<file path="src/rtl/alu_result_stage_if.sv">
// Handshake/result bundle between the ALU units, alu_result_stage and writeback.
// The slave modport is the stage's view; master is the issue/writeback side.
interface alu_result_stage_if #(
    parameter int data_wl = 16
);
    logic               valid_in;
    logic               ready_out;
    logic [data_wl-1:0] res_in;
    logic               z_flag_in;
    logic               s_flag_in;
    logic               c_flag_in;
    logic               ovr_flag_in;
    logic               op_active_in;
    logic               flag_we_in;
    logic               flag_clr_in;
    logic               valid_out;
    logic               ready_in;
    logic [data_wl-1:0] res_out;
    logic               z_flag_out;
    logic               s_flag_out;
    logic               c_flag_out;
    logic               ovr_flag_out;
    logic               err_out;

    modport slave (
        input  valid_in, res_in, z_flag_in, s_flag_in, c_flag_in, ovr_flag_in,
        input  op_active_in, flag_we_in, flag_clr_in, ready_in,
        output ready_out, valid_out, res_out,
        output z_flag_out, s_flag_out, c_flag_out, ovr_flag_out, err_out
    );

    modport master (
        output valid_in, res_in, z_flag_in, s_flag_in, c_flag_in, ovr_flag_in,
        output op_active_in, flag_we_in, flag_clr_in, ready_in,
        input  ready_out, valid_out, res_out,
        input  z_flag_out, s_flag_out, c_flag_out, ovr_flag_out, err_out
    );
endinterface

</file>
<file path="src/rtl/alu_result_stage.sv">
// ALU result stage: 2-entry result FIFO, status register and illegal-op pulse.
// Optional build macro ALU_STICKY_OVR_EN makes the OVR flag sticky until cleared.
module alu_result_stage #(
    parameter int data_wl = 16
) (
    input logic               clk_in,
    input logic               rst_in,
    alu_result_stage_if.slave bus
);
    logic [1:0]         r_count;
    logic               r_wr_ptr;
    logic               r_rd_ptr;
    logic               r_valid;
    logic [data_wl-1:0] r_mem [2];
    logic               r_z;
    logic               r_s;
    logic               r_c;
    logic               r_ovr;
    logic               r_err;

    logic               w_ready;
    logic               w_acc;
    logic               w_push;
    logic               w_pop;
    logic               w_illegal;
    logic               w_flag_ld;
    logic [1:0]         w_count_nxt;

    // ready depends only on occupancy and reset, never on writeback's ready
    assign w_ready   = ~rst_in & (r_count != 2'd2);
    assign w_acc     = bus.valid_in & w_ready;
    assign w_push    = w_acc & bus.op_active_in;
    assign w_illegal = w_acc & ~bus.op_active_in;
    assign w_pop     = r_valid & bus.ready_in;
    assign w_flag_ld = w_push & bus.flag_we_in;

    always_comb begin
        w_count_nxt = r_count;
        case ({w_push, w_pop})
            2'b10:   w_count_nxt = r_count + 2'd1;
            2'b01:   w_count_nxt = r_count - 2'd1;
            default: w_count_nxt = r_count;
        endcase
    end

    always_ff @(posedge clk_in) begin
        if (rst_in) begin
            r_count  <= '0;
            r_wr_ptr <= 1'b0;
            r_rd_ptr <= 1'b0;
            r_valid  <= 1'b0;
            for (int unsigned i = 0; i < 2; i++) begin
                r_mem[i] <= '0;
            end
        end else begin
            if (w_push) begin
                r_mem[r_wr_ptr] <= bus.res_in;
                r_wr_ptr        <= ~r_wr_ptr;
            end
            if (w_pop) begin
                r_rd_ptr <= ~r_rd_ptr;
            end
            r_count <= w_count_nxt;
            r_valid <= (w_count_nxt != 2'd0);
        end
    end

    // clear wins over a concurrent load; pops never touch the flags
    always_ff @(posedge clk_in) begin
        if (rst_in || bus.flag_clr_in) begin
            r_z   <= 1'b0;
            r_s   <= 1'b0;
            r_c   <= 1'b0;
            r_ovr <= 1'b0;
        end else if (w_flag_ld) begin
            r_z <= bus.z_flag_in;
            r_s <= bus.s_flag_in;
            r_c <= bus.c_flag_in;
`ifdef ALU_STICKY_OVR_EN
            r_ovr <= r_ovr | bus.ovr_flag_in;
`else
            r_ovr <= bus.ovr_flag_in;
`endif
        end
    end

    always_ff @(posedge clk_in) begin
        if (rst_in) begin
            r_err <= 1'b0;
        end else begin
            r_err <= w_illegal;
        end
    end

    assign bus.ready_out    = w_ready;
    assign bus.valid_out    = r_valid;
    assign bus.res_out      = r_mem[r_rd_ptr];
    assign bus.z_flag_out   = r_z;
    assign bus.s_flag_out   = r_s;
    assign bus.c_flag_out   = r_c;
    assign bus.ovr_flag_out = r_ovr;
    assign bus.err_out      = r_err;
endmodule

</file>
<file path="src/flat_wrapper.sv">
// flat-port wrapper written by rule: the top's interface ports become plain ports
module alu_result_stage_flat 
#(
    parameter int data_wl = 16
)
  (clk_in, rst_in, bus_valid_in, bus_res_in, bus_z_flag_in, bus_s_flag_in, bus_c_flag_in, bus_ovr_flag_in, bus_op_active_in, bus_flag_we_in, bus_flag_clr_in, bus_ready_in, bus_ready_out, bus_valid_out, bus_res_out, bus_z_flag_out, bus_s_flag_out, bus_c_flag_out, bus_ovr_flag_out, bus_err_out);
  alu_result_stage_if #(.data_wl(data_wl)) bus_i ();
  input logic clk_in;
  input logic rst_in;
  input wire logic [$bits(bus_i.valid_in)-1:0] bus_valid_in;
  input wire logic [$bits(bus_i.res_in)-1:0] bus_res_in;
  input wire logic [$bits(bus_i.z_flag_in)-1:0] bus_z_flag_in;
  input wire logic [$bits(bus_i.s_flag_in)-1:0] bus_s_flag_in;
  input wire logic [$bits(bus_i.c_flag_in)-1:0] bus_c_flag_in;
  input wire logic [$bits(bus_i.ovr_flag_in)-1:0] bus_ovr_flag_in;
  input wire logic [$bits(bus_i.op_active_in)-1:0] bus_op_active_in;
  input wire logic [$bits(bus_i.flag_we_in)-1:0] bus_flag_we_in;
  input wire logic [$bits(bus_i.flag_clr_in)-1:0] bus_flag_clr_in;
  input wire logic [$bits(bus_i.ready_in)-1:0] bus_ready_in;
  output wire logic [$bits(bus_i.ready_out)-1:0] bus_ready_out;
  output wire logic [$bits(bus_i.valid_out)-1:0] bus_valid_out;
  output wire logic [$bits(bus_i.res_out)-1:0] bus_res_out;
  output wire logic [$bits(bus_i.z_flag_out)-1:0] bus_z_flag_out;
  output wire logic [$bits(bus_i.s_flag_out)-1:0] bus_s_flag_out;
  output wire logic [$bits(bus_i.c_flag_out)-1:0] bus_c_flag_out;
  output wire logic [$bits(bus_i.ovr_flag_out)-1:0] bus_ovr_flag_out;
  output wire logic [$bits(bus_i.err_out)-1:0] bus_err_out;
  assign bus_i.valid_in = bus_valid_in;
  assign bus_i.res_in = bus_res_in;
  assign bus_i.z_flag_in = bus_z_flag_in;
  assign bus_i.s_flag_in = bus_s_flag_in;
  assign bus_i.c_flag_in = bus_c_flag_in;
  assign bus_i.ovr_flag_in = bus_ovr_flag_in;
  assign bus_i.op_active_in = bus_op_active_in;
  assign bus_i.flag_we_in = bus_flag_we_in;
  assign bus_i.flag_clr_in = bus_flag_clr_in;
  assign bus_i.ready_in = bus_ready_in;
  assign bus_ready_out = bus_i.ready_out;
  assign bus_valid_out = bus_i.valid_out;
  assign bus_res_out = bus_i.res_out;
  assign bus_z_flag_out = bus_i.z_flag_out;
  assign bus_s_flag_out = bus_i.s_flag_out;
  assign bus_c_flag_out = bus_i.c_flag_out;
  assign bus_ovr_flag_out = bus_i.ovr_flag_out;
  assign bus_err_out = bus_i.err_out;
  alu_result_stage #(.data_wl(data_wl)) u_core (.clk_in(clk_in), .rst_in(rst_in), .bus(bus_i));
endmodule
</file>
<file path="config.mk">
export PLATFORM = sky130hd
export DESIGN_NAME = alu_result_stage_flat
export DESIGN_NICKNAME = d
export VERILOG_FILES = /design/src/rtl/alu_result_stage_if.sv /design/src/rtl/alu_result_stage.sv /design/src/flat_wrapper.sv
export SDC_FILE = /design/constraint.sdc
export NUM_CORES = 1
export LEC_CHECK = 0
export CAP_MARGIN = 20
export CORE_MARGIN = 5
export CORE_UTILIZATION = 48
export DETAILED_ROUTE_END_ITERATION = 10
export PLACE_DENSITY_LB_ADDON = 0.25
export SLEW_MARGIN = 10
export SYNTH_ARGS = -nofsm -noshare
export SYNTH_HDL_FRONTEND = slang
export SYNTH_SLANG_ARGS = --single-unit
</file>
<file path="constraint.sdc">
create_clock -name clk_in -period 1.8 [get_ports clk_in]
set_clock_uncertainty 0.1 [all_clocks]
set_input_delay 0.36 -clock clk_in [delete_from_list [all_inputs] [get_ports clk_in]]
set_output_delay 0.36 -clock clk_in [all_outputs]
set_load 0.1 [all_outputs]
</file>
==> results of run 1 <==
cells in the mapped netlist (all sizes together):
library cell and instances:
o211ai 1, and2b 1, nor3 1, edfxtp 32
clkbuf 1, nor2b 2, inv 2, xnor2 2
or3 1, nor4 1, and2 33, buf 4
mux2i 4, nand2b 1, ha 1, mux2 16
o21a 1, or2 2, a31oi 1, nor4b 3
a21oi 2, nand2 9, nor2 4, dfxtp 11
nand3 1, o21ai 1
layout make-up:
type                       instances  area (sq um)
sequential                        43          1184
timing repair buffer              64         862.1
clock inverter                     1         30.03
multi-input combinational         88         705.7
inverter                           2         7.507
fill                             221         818.3
clock buffer                       7         76.32
tap                               48         60.06
cells by family after synthesis:
family	Yosys count	share of synthesized area, %
adders and majority gates	1	0.6574
xor gates and xnor gates	2	0.9206
DFF	43	62.06
muxes	20	11.57
buffers and inverters	7	2.104
AOI/OAI and AO/OA	6	1.907
and+or+nand+nor	59	20.78
worst max-delay path, delay by kind of cell, from the launching register on:
kind	cells	cell delay (ns)
buf+inv	2	0.32
flops	1	0.35
mux	1	0.38
what timing repair did:
action                                  in CTS  in global routing
hold buffers                                 0                  0
endpoints found under the setup margin      19                 35
buffers inserted                             1                  0
gates cloned                                 0                  0
resized for setup                            1                  4
power groups by stage:
| stage | Combinational, mW | Clock [mW] | Sequential, mW |
|---|---|---|---|
| 2_1_floorplan | 0.417 | 0 | 1.19 |
| 4_1_cts | 0.760 | 0.742 | 1.14 |
| 6_report | 0.758 | 0.719 | 1.14 |
| 3_3_place_gp | 0.742 | 0 | 1.16 |
| 5_1_grt | 0.786 | 0.794 | 1.15 |
| 3_5_place_dp | 0.756 | 0 | 1.17 |
through the flow:
step | cells | instance area, sq um
2_1_floorplan | 138 | 1921
3_3_place_gp | 244 | 2798
3_5_place_dp | 244 | 2798
4_1_cts | 253 | 2913
5_1_grt | 253 | 2925
6_report | 253 | 2925
routing by layer:
metal	vias up	global-route usage, %	part of all wire [%]
li1	617	-	-
met1	577	17.48	37
met2	36	29.06	54
met3	10	5.923	6.6
met4	0	7.377	2.0
met5	-	0	0
sequential cells by signal, summed over array words and instances, names as in the netlist, named ones only:
| signal | cells |
|---|---|
| u_core.r_rd_ptr | 1 |
| u_core.bus.valid_out | 1 |
| u_core.r_wr_ptr | 1 |
| u_core.bus.ovr_flag_out | 1 |
| u_core.bus.s_flag_out | 1 |
| u_core.bus.err_out | 1 |
| u_core.r_mem | 32 |
| u_core.bus.c_flag_out | 1 |
| u_core.bus.z_flag_out | 1 |
| u_core.r_count | 2 |
path summary, 6_finish.rpt:
path / end / slack, ns / depth (start not counted)
hold reg to reg: u_core.bus.s_flag_out / 0.40 / 2
setup reg to reg: u_core.r_mem[1][1] / 0.12 / 5
setup / recovery: bus_res_out[11] / -0.02 / 3
hold / removal: u_core.bus.s_flag_out / 0.40 / 2
==> impl_metrics.py, run 1 <==
metrics = {
    "run_status": {
        "status": "finished, violations left",
        "violations": "negative setup slack",
    },
    "worst_setup_path": {
        "worstPathArrival_ns": 1.36,
        "cp-end-kind": "output pin",
        "r2r-start": "u_core.r_count[0]",
        "crit_type": "register to output pin",
        "worst_ep_required_time_ns": 1.34,
        "slowest_stage": "mux2_2",
        "slowest_delay_ns": 0.38,
        "cp_max_fo": 16,
        "crit_path_cell_trace": "buf_12 -> mux2_2 -> buf_12",
        "start_kind": "register",
        "cpMostUsedCell": "buf_12",
    },
    "hold_path": {
        "hold_class": "register to register",
        "holdCritStartpoint": "u_core.bus.s_flag_out",
    },
    "layout": {
        "diodes": 0,
        "nets": 232,
        "fin_util_pct": 78.14,
        "mostFrequentLayoutCells": "33 x and2_1, 32 x edfxtp_1, 26 x clkdlybuf4s50_1",
        "syn_to_final_growth_pct": 53.71,
        "layout_commonest_cell": "and2_1",
        "drive_gt1_share_pct": 35.12,
    },
    "sta": {
        "report.final.slew_viol_count": 0,
        "holdWs_ns": 0.3994,
        "fin_ws_ns": -0.01728,
        "max_freq_mhz": 550.3,
        "relSlewSlack_pct": 69.83,
        "tightestPinTransition_ns": 0.4509,
        "post-route-period-util_pct": 101.0,
        "setup_tns_ns": -0.06238,
        "min_period_ns": 1.817,
        "rsz0062_at_grt": "yes",
        "hold_viol_final": 0,
        "setup_violations": 12,
    },
    "drt": {
        "drt_iter0_markers": 87,
        "wl_per_cell_um": 15.15,
        "ant_nets": 0,
        "wirelength_um": 3833,
        "dr.pass1.iters": 4,
        "drc": 0,
        "route.vias.total": 1240,
        "viasPerCell": 4.901,
    },
    "power": {
        "pwr-share-clk_pct": 27.4,
        "combPwrFrac_pct": 28.9,
        "power_mw": 2.621,
        "switchingPower_uw": 774.6,
        "pwr-share-seq_pct": 43.7,
        "power.leakage_nw": 1.120,
        "power.density_nw_per_um2": 895.9,
        "ir_drop_mv": 0.6382,
        "internal-power_mw": 1.846,
        "swShare_pct": 29.56,
    },
    "synth": {
        "syn_area_sq_um": 1903,
        "synth_top_area_cell": "edfxtp_1",
        "yosys_warnings": 0,
        "synth_top_area_share_pct": 50.49,
        "synthTopCellsByArea": "edfxtp_1 50%, dfxtp_1 12%, and2_1 11%, mux2_2 9.5%, nor4b_4 2.5%",
        "syn-num-nets": 166,
        "ys_seq_area_share_pct": 62.06,
        "syn_area_per_cell_sq_um": 13.79,
        "synth-seq-cells": 43,
        "netlist_instances": 138,
        "synth.distinct_cells": 30,
    },
    "place": {
        "numPortBuffers": 49,
        "gp_congestion": 0.7360,
        "hpwl_um": 2897,
        "post-place-ws_ns": -0.2933,
    },
    "floorplanning": {
        "num_rows": 22,
        "dieArea_sq_um": 5324,
        "io_pins": 50,
        "chipHeight_um": 72.97,
        "start_util_pct": 50.84,
        "die_w_um": 72.97,
        "coreArea_sq_um": 3744,
    },
    "cts": {
        "clkTransAtPathRegs_ns": 0.08,
        "root_buffer": "clkbuf_8",
        "cts-htree-levels": 2,
        "cts_tree": "yes",
        "cts-buffers-inserted": 5,
        "clk-insertion-delay-late_ns": 0.29,
        "clock_sinks": 43,
        "cts.path.max_buffers": 2,
    },
    "job": {
        "drv_cap": 0,
    },
    "global_routing": {
        "grt_max_degree": 18,
        "grt_usage_pct": 16.46,
        "grt_pass1_vias": 1340,
        "overflow": 0,
        "grt_pass1_wl_um": 6403,
        "antenna_found_initial": 0,
    },
}
(Power assumes the default switching activity.)
==> run 2: changes to the inputs <==
ABC_AREA = 0   (was default)
CORE_MARGIN = default   (was 5)
clock period = 1.7 ns   (was 1.8 ns; I/O delays follow)
==> run 2 against run 1 <==
The flow still finishes with violations (negative setup slack). Register-to-register slack got worse by 0.02 ns. Flip-flop and latch count did not move. Largest power group unchanged. Worst hold slack worse by 0.13 ns. Critical path depth did not move. Die area decreased by 21%. Global-route usage up 3.5 points. Non-clock buffer count rose by 4. Cell area up 4.7%.
==> impl_metrics.py, run 2 (synthesis results as in run 1) <==
metrics = {
    "run_status": {
        "status": "finished, violations left",
        "violations": "negative setup slack",
    },
    "cts": {
        "clk-insertion-delay-late_ns": 0.29,
        "cts-buffers-inserted": 5,
        "cts_tree": "yes",
        "clock_sinks": 43,
        "clkTransAtPathRegs_ns": 0.07,
        "cts_hold_buf": 0,
        "cts.path.max_buffers": 2,
        "root_buffer": "clkbuf_8",
        "cts-htree-levels": 2,
    },
    "global_routing": {
        "grt_use_met2_pct": 34.38,
        "grt_usage_pct": 19.92,
        "antenna_found_initial": 0,
        "busiest_layer": "met2",
        "grt_max_degree": 18,
        "grt_util_met1_pct": 23.83,
        "grt_pass1_wl_um": 6223,
        "grt_pass1_vias": 1310,
        "gr-usage-met3_pct": 5.810,
        "overflow": 0,
    },
    "layout": {
        "layout_commonest_cell": "and2_1",
        "diodes": 0,
        "nets": 236,
        "fin_util_pct": 81.82,
        "top_regs": "u_core.r_mem (32), u_core.r_count (2)",
        "mostFrequentLayoutCells": "33 x and2_1, 32 x edfxtp_1, 25 x buf_12",
        "drive_gt1_share_pct": 37.32,
        "regMostFlops": "u_core.r_mem",
        "largest_reg_flops": 32,
        "syn_to_final_growth_pct": 60.95,
    },
    "place": {
        "numPortBuffers": 49,
        "gp_congestion": 0.6817,
        "hpwl_um": 2730,
    },
    "worst_setup_path": {
        "cp_max_fo": 8,
        "cp-end-kind": "output pin",
        "worst_ep_required_time_ns": 1.26,
        "start_kind": "register",
        "r2r_setup_slack_ns": 0.10,
        "worstPathArrival_ns": 1.33,
        "crit_type": "register to output pin",
    },
    "sta": {
        "holdWs_ns": 0.2685,
        "fin_ws_ns": -0.06713,
        "tightestPinTransition_ns": 0.4183,
        "relSlewSlack_pct": 72.01,
        "min_period_ns": 1.767,
        "setup_tns_ns": -0.7515,
        "max_freq_mhz": 565.9,
        "hold_viol_final": 0,
        "setup_violations": 16,
        "post-route-period-util_pct": 103.9,
        "report.final.slew_viol_count": 0,
        "rsz0062_at_grt": "yes",
    },
    "power": {
        "ir_drop_mv": 0.5242,
        "power.leakage_nw": 1.214,
        "power.density_nw_per_um2": 923.7,
    },
    "drt": {
        "drt_iter0_markers": 33,
        "ant_nets": 0,
        "viasPerCell": 4.907,
        "dr.pass1.iters": 4,
        "wl_per_cell_um": 14.68,
        "wirelength_um": 3772,
        "route.vias.total": 1261,
        "drc": 0,
    },
    "floorplanning": {
        "chipHeight_um": 64.97,
        "start_util_pct": 50.84,
        "num_rows": 22,
        "dieArea_sq_um": 4220,
        "io_pins": 50,
        "die_w_um": 64.97,
        "coreArea_sq_um": 3744,
    },
    "hold_path": {
        "hold_class": "input port to register",
    },
    "job": {
        "drv_cap": 0,
    },
}
run 2: path summary, 6_finish.rpt:
path                               from                     to  cells after the start
setup / recovery               register         bus_res_out[9]                      3
hold / removal         bus_op_active_in     u_core.bus.err_out                      3
setup reg to reg      u_core.r_count[1]      u_core.r_count[1]                      7
hold reg to reg   u_core.bus.z_flag_out  u_core.bus.z_flag_out                      2
run 2: cell type report:
class / instances / area [sq um]
Clock buffer: 5 / 68.82
Timing Repair Buffer: 68 / 920.9
Multi-Input combinational cell: 88 / 779.5
Tap cell: 48 / 60.06
Fill cell: 208 / 680.7
Sequential cell: 43 / 1187
Clock inverter: 3 / 38.79
Inverter: 2 / 7.507
run 2: timing repair:
| item | 4_1_cts | 5_1_grt |
|---|---|---|
| gates cloned | 0 | 1 |
| gates resized for setup | 5 | 24 |
| buffers inserted | 1 | 0 |
| endpoints found under the setup margin | 35 | 25 |
| pin swaps | 0 | 4 |
run 2: where the power goes:
| group | switching, mW | internal (mW) |
|---|---|---|
| clock network | 0.336 | 0.430 |
| logic | 0.480 | 0.369 |
| registers | 0.0294 | 1.19 |
| total | 0.845 | 1.98 |
run 2: per-stage QoR:
step                worst slack, ns  power [mW]  area, sq um  cells
floorplan                   -0.3388       1.701         1921    138
global placement            -0.3087       2.020         2820    247
detailed placement          -0.3339       2.038         2820    247
CTS                        -0.08852       2.797         2945    256
global route               -0.09608       2.914         3063    257
finish                     -0.06713       2.829         3063    257
run 2: routing by layer:
layer,vias to the layer above,wire (um)
met5,-,0
met4,0,41
met3,5,186
met2,33,1955
met1,598,1588
li1,625,-
run 2: worst max-delay path: stages (launching register included):
cell	delay, ns
dfxtp_4	0.37
clkbuf_16	0.17
mux2_4	0.32
buf_12	0.17
